### config.mk
export PLATFORM = sky130hd
export DESIGN_NAME = fsm_arb_rr
export DESIGN_NICKNAME = d
export VERILOG_FILES = /design/src/rtl/fsm_arb_pkg.sv /design/src/rtl/fsm_arb_rr_prio_pick.sv /design/src/rtl/fsm_arb_rr.sv
export SDC_FILE = /design/constraint.sdc
export NUM_CORES = 1
export LEC_CHECK = 0
export CELL_PAD_IN_SITES_DETAIL_PLACEMENT = 2
export CELL_PAD_IN_SITES_GLOBAL_PLACEMENT = 2
export CORE_ASPECT_RATIO = 1.4
export CORE_UTILIZATION = 35
export CTS_CLUSTER_DIAMETER = 120
export DETAILED_ROUTE_END_ITERATION = 6
export PLACE_DENSITY_LB_ADDON = 0.1
export SETUP_SLACK_MARGIN = 0.5
export SLEW_MARGIN = 10
export SYNTH_ARGS = -nofsm -noshare
export SYNTH_HDL_FRONTEND = slang
export SYNTH_SLANG_ARGS = --single-unit
### constraint.sdc
create_clock -name clock -period 3.3 [get_ports clock]
set_input_delay 0.99 -clock clock [delete_from_list [all_inputs] [get_ports clock]]
set_output_delay 0.99 -clock clock [all_outputs]
set_load 0.005 [all_outputs]
### src/rtl/fsm_arb_pkg.sv
// Shared encodings for the round-robin / fixed-priority grant arbiter.
// State, mode and hold-counter width constants used by fsm_arb_rr and its picker.
package fsm_arb_pkg;

  localparam logic [0:0] ST_IDLE  = 1'b0;
  localparam logic [0:0] ST_GRANT = 1'b1;

  localparam logic MODE_FIXED = 1'b0;
  localparam logic MODE_RR    = 1'b1;

  localparam int HOLD_W = 8;

endpackage

### src/rtl/fsm_arb_rr_prio_pick.sv
// Combinational priority pick: first set bit of req, searching upward from start with wrap.
// Zero latency; no flow control, found=0 when req is empty.
module arb_prio_pick #(
  parameter int N    = 4,
  parameter int IDW  = $clog2(N)
) (
  input  logic [N-1:0]   req,
  input  logic [IDW-1:0] start,
  output logic           found,
  output logic [IDW-1:0] idx
);

  // start is always < N, so (start + i) % N visits every requester exactly once
  always_comb begin
    found = 1'b0;
    idx   = '0;
    for (int i = 0; i < N; i++) begin
      if (!found && req[(int'(start) + i) % N]) begin
        found = 1'b1;
        idx   = IDW'((int'(start) + i) % N);
      end
    end
  end

endmodule

### src/rtl/fsm_arb_rr.sv
// N-requester grant arbiter with fixed/round-robin selection and bounded grant hold.
// Latency req->gnt one edge; every release inserts one idle cycle; no preemption while granted.
module fsm_arb_rr
  import fsm_arb_pkg::*;
#(
  parameter int NUM_REQ  = 4,
  parameter int MAX_HOLD = 8
) (
  input  logic                       clock,
  input  logic                       reset,
  input  logic                       mode,
  input  logic [NUM_REQ-1:0]         req,
  output logic [NUM_REQ-1:0]         gnt,
  output logic [$clog2(NUM_REQ)-1:0] gnt_id,
  output logic                       gnt_valid,
  output logic                       timeout
);

  localparam int ID_W = $clog2(NUM_REQ);

  logic [0:0]         state;
  logic [HOLD_W-1:0]  hold_cnt;
  logic [ID_W-1:0]    rr_ptr;
  logic [NUM_REQ-1:0] skip_mask;

  logic [NUM_REQ-1:0] req_unmasked;
  logic [NUM_REQ-1:0] req_eff;
  logic [ID_W-1:0]    rr_next;
  logic [ID_W-1:0]    start;
  logic               found;
  logic [ID_W-1:0]    win;
  logic               hold_expired;

  // A timed-out owner is skipped only while someone else is asking.
  always_comb begin
    req_unmasked = req & ~skip_mask;
    req_eff      = (req_unmasked != '0) ? req_unmasked : req;
    rr_next      = (rr_ptr == ID_W'(NUM_REQ - 1)) ? '0 : rr_ptr + 1'b1;
    start        = (mode == MODE_RR) ? rr_next : '0;
  end

  arb_prio_pick #(
    .N   (NUM_REQ),
    .IDW (ID_W)
  ) u_pick (
    .req   (req_eff),
    .start (start),
    .found (found),
    .idx   (win)
  );

  assign hold_expired = (MAX_HOLD != 0) && (hold_cnt == HOLD_W'(MAX_HOLD));

  always_ff @(posedge clock) begin
    if (!reset) begin
      state     <= ST_IDLE;
      gnt       <= '0;
      gnt_id    <= '0;
      gnt_valid <= 1'b0;
      timeout   <= 1'b0;
      hold_cnt  <= '0;
      rr_ptr    <= ID_W'(NUM_REQ - 1);
      skip_mask <= '0;
    end else begin
      timeout <= 1'b0;
      case (state)
        ST_IDLE: begin
          if (found) begin
            state     <= ST_GRANT;
            gnt       <= NUM_REQ'(1) << win;
            gnt_id    <= win;
            gnt_valid <= 1'b1;
            hold_cnt  <= HOLD_W'(1);
            rr_ptr    <= win;
            skip_mask <= '0;
          end
        end
        ST_GRANT: begin
          if (!req[gnt_id]) begin
            state     <= ST_IDLE;
            gnt       <= '0;
            gnt_id    <= '0;
            gnt_valid <= 1'b0;
            hold_cnt  <= '0;
          end else if (hold_expired) begin
            state     <= ST_IDLE;
            gnt       <= '0;
            gnt_id    <= '0;
            gnt_valid <= 1'b0;
            hold_cnt  <= '0;
            timeout   <= 1'b1;
            skip_mask <= gnt;
          end else if (hold_cnt != '1) begin
            hold_cnt <= hold_cnt + 1'b1;
          end
        end
        default: begin
          state     <= ST_IDLE;
          gnt       <= '0;
          gnt_id    <= '0;
          gnt_valid <= 1'b0;
          hold_cnt  <= '0;
        end
      endcase
    end
  end

endmodule

==> impl.org <==
** Run status
- The flow ran to the end, and the final reports show no timing, DRC or antenna violations.

** Logic synthesis
- Among all flip-flop cells after synthesis, the most frequent one is dfxtp_1.
- Most frequent cells after synthesis :: 23 x dfxtp_1, 20 x nand2_1, 16 x nand3_1, 14 x a21oi_1, 10 x nor2_1
- Count of flip-flops with a built-in enable after synthesis :: 0
- Post-Synthesis Mean Instance Area :: 8.43 µm²
- In this run, synthesis produced a sequential element count of 23.
- Counting flops with an async set or reset pin after synthesis yields a share of 0%.
- Yosys mapped the design onto 56 distinct sky130hd cell types.
- The mapped netlist covers 1640 µm².
- The top cell type by area accounts for between 20 and 30% of the synthesized area.
- Total number of yosys warnings :: 0
- Seq/Total Area, Yosys :: 28.0%
- Synthesized netlist net count :: 205
- Yosys instantiated no cell more often than dfxtp_1.
- Of all cell types, the one taking the most synthesized area is dfxtp_1.
- Post-synthesis cell count :: slightly below 200
- Synth top area cells :: dfxtp_1 28%, nand3_1 4.9%, nand2_1 4.6%

** Worst setup path
- R2R Setup Slk :: 0.26 ns
- The setup path with the least slack is of type in2reg.
- In this run the worst path has a maximum fanout of 6.
- Critical path launch point type :: input port
- Counting cells, the worst reg-to-reg path comes to 10.
- Worst EP required :: 3.51 ns
- In this run the critical register-to-register path is launched from hold_cnt[0].
- At the worst endpoint, the arrival time is 3.36 ns.
- STA classifies the critical path endpoint as a flop.
- Endpoint of the worst-slack reg-to-reg timing path :: hold_cnt[5]

** STA
- In this run the tightest slew margin relative to its limit is about a quarter.
- At the pin with the least slew margin, the transition time is about 1.1 ns.
- The max-slew violation count is 0.
- The final critical path takes up 95.2% of the cycle.
- The number of endpoints with negative hold slack in the final report was 0.
- The worst path needs 3.14 ns of the cycle, external delays included.
- Count of endpoints failing setup in the final report :: 0
- Setup slack on the critical path of the routed design comes to 0.157 ns.
- Max frequency :: 318 MHz
- RSZ-0062 raised after global routing :: true
- Clock skew after layout :: just under 0.002 ns

** Clock tree
- Clock-pin slew was measured on the worst setup and hold paths at 0.10 ns.
- TritonCTS sink count :: 23
- In this run the number of H-tree levels came out at 1.
- For this design, the CTS-stage hold fixing added 0 buffers.
- Clock tree from TritonCTS :: done
- Number of CTS-inserted buffers :: 3
- The clock passes through at most 2 buffers.
- At the later pin of the worst-skew pair, clock insertion delay measures 0.28 ns.
- Clock tree root driver cell :: clkbuf_8

** Power
- Combinational logic burns between 60% and 70% of the power.
- In this run the power spent charging and discharging nets is 0.000930 W.
- Internal power :: 0.000992 W
- Sequential share of power :: between 20% and 30%
- Worst supply voltage drop on vdd :: 0.446 mV
- Switching share of power :: 48.4%
- In this run the power density over the cells is 728 nW/µm².
- Leakage power :: 1.01 nW
- The clock network accounts for 10.4% of the total power.

** Finish
- Proportion of layout cells with a drive suffix above 1 :: 49.8%
- Relative to the synthesized area, the layout overhead comes to 60.7%.
- The net count of the finished layout is 268.
- After filler insertion, the fill cell instance count of the layout stands at about 460.
- Once layout is done, the placed cells without fillers occupy approximately 2600 µm².
- Count of inserted antenna diode cells :: 0

** Floorplanning
- Rows :: 29
- Number of primary I/O pins :: 15
- Die area :: 4980 µm²
- Die Span X :: between 50 and 60 µm
- Height of the die :: 83.1 µm
- Effective utilization at floorplan :: about 36%
- The core region is 4540 µm².

** GRT
- Initial antenna violation count :: 0
- Entering global routing, the biggest net connects 14 pins.
- Global routing used 34.7% of the available tracks.
- The number of global-route vias before repair came to about 2200.
- The first global-routing pass estimated 12500 µm of wire.
- Remaining global-route overflow :: 0

** Placement
- At the end of routability-driven placement, the weighted congestion stood at 0.862.
- Area post-placement :: 2070 µm²
- OpenSTA, run right after detailed placement, puts the worst setup slack at -0.417 ns.
- Detailed placement ended at an HPWL of approximately 5000 µm.
- Input and output buffers added on the ports amount to 14.

** Detailed routing
- Post-route ant nets :: 0
- In the final routed layout, each cell accounts on average for 30.8 µm.
- Summing over every cut layer, the via total after detailed routing is 2075.
- In the routed layout, each cell is associated on average with a via count of 6.50.
- Detailed router's first-iteration violation count :: 132
- Total Wirelength :: about 9800 µm
- Remaining DRCs :: 0
- The first detailed-routing pass ran for 4 iterations.

** Worst hold path
- In this run the most critical hold path is launched from gnt_valid.
- Terminating pin of the worst hold path :: gnt_valid
- Along the worst hold path, the cell count comes to 1.
- In this run the worst hold path is classified as reg2reg.

** Flow run
- Maxcap violations :: 0
## cell families (layout without fill, tap and decap cells)
kind of cell	count (synthesis)	after routing	share of synthesized area (%)
AND/OR/NAND/NOR	89	89	30.4
flip-flops	23	23	28.0
adder cells (fa/ha/maj)	3	3	2.28
AO/OA/AOI/OAI	62	63	31.2
XOR/XNOR	1	1	0.533
multiplexers	2	2	1.98
buffers and inverters	15	76	5.63
## layout make-up
class                      count  area (µm²)  area share, %
timing repair buffer          67         602           22.8
clock inverter                 1        5.00          0.189
clock buffer                   3        41.3           1.56
tap                           62        77.6           2.94
multi-input combinational    158        1440           54.4
sequential                    23         460           17.4
inverter                       5        18.8          0.711
## repair_timing
| action | in CTS | in global routing |
|---|---|---|
| cloned | 1 | 0 |
| pin swaps | 25 | 31 |
| setup buffers | 9 | 7 |
| setup endpoints to repair | 22 | 21 |
| resized for setup | 62 | 47 |
## critical path, stage by stage
cell and delay (ns):
buf_6 0.08, or3b_4 0.42, buf_6 0.16, nor3_1 0.30, a31oi_2 0.15, nand2_2 0.17, buf_4 0.16, o41ai_4 0.09
buf_4 0.16, or4_1 0.50, a21oi_1 0.18
## layout by cell type (no fill, tap or decap), types with 5 or more instances in the layout
cell type        instances
nand2_2                  5
clkdlybuf4s50_1          9
a21oi_1                  7
nand2_1                 16
a21oi_2                  7
nor2_1                   5
inv_1                    5
o41ai_4                  5
buf_6                   15
o211ai_1                 5
dfxtp_1                 23
nand3_1                 15
buf_4                   41
## registers in the layout, summed over array words and instances, names as in the netlist
| signal | count |
|---|---|
| hold_cnt | 8 |
| gnt | 4 |
| skip_mask | 4 |
| gnt_id | 2 |
| rr_ptr | 2 |
| gnt_valid | 1 |
| state | 1 |
| timeout | 1 |
## power by group through the flow
stage	Clock, W	Sequential [W]	Combinational [W]
global placement	0	0.000390	0.000813
finish	0.000200	0.000410	0.00131
detailed placement	0	0.000396	0.000854
floorplan	0	0.000374	0.000510
global route	0.000208	0.000412	0.00134
CTS	0.000186	0.000390	0.00101
## metrics by stage
step	total power [W]	setup TNS, ns	hold WS [ns]	utilization [%]	cells
4_1_cts	0.00159	0	0.468	52.3	312
3_5_place_dp	0.00125	-6.95	0.447	45.7	298
6_report	0.00192	0	0.480	58.2	319
5_1_grt	0.00196	0	0.519	58.2	319
2_1_floorplan	0.000884	0	0.455	-	195
3_3_place_gp	0.00120	-4.79	0.439	45.7	298
## how the worst max path moves through the flow
| stage | from | end | slack, ns | cells after the start |
|---|---|---|---|---|
| final | mode | hold_cnt[5] | 0.16 | 11 |
| after global routing | mode | hold_cnt[5] | 0.19 | 11 |
| after CTS | req[3] | hold_cnt[5] | 0.50 | 10 |
| after detailed placement | req[2] | gnt[0] | -0.42 | 9 |
| after global placement | req[2] | gnt[0] | -0.29 | 9 |
| after floorplan | mode | gnt_id[1] | 0.37 | 8 |
## metal layers
| metal | vias up | share of wire, % | GRT usage (%) |
|---|---|---|---|
| li1 | 888 | - | - |
| met1 | 1052 | 36 | 34.6 |
| met2 | 87 | 53 | 63.7 |
| met3 | 48 | 3.4 | 4.21 |
| met4 | 0 | 7.0 | 22.0 |
| met5 | - | 0 | 0 |
Note: power is estimated with default switching activity, not from simulation.
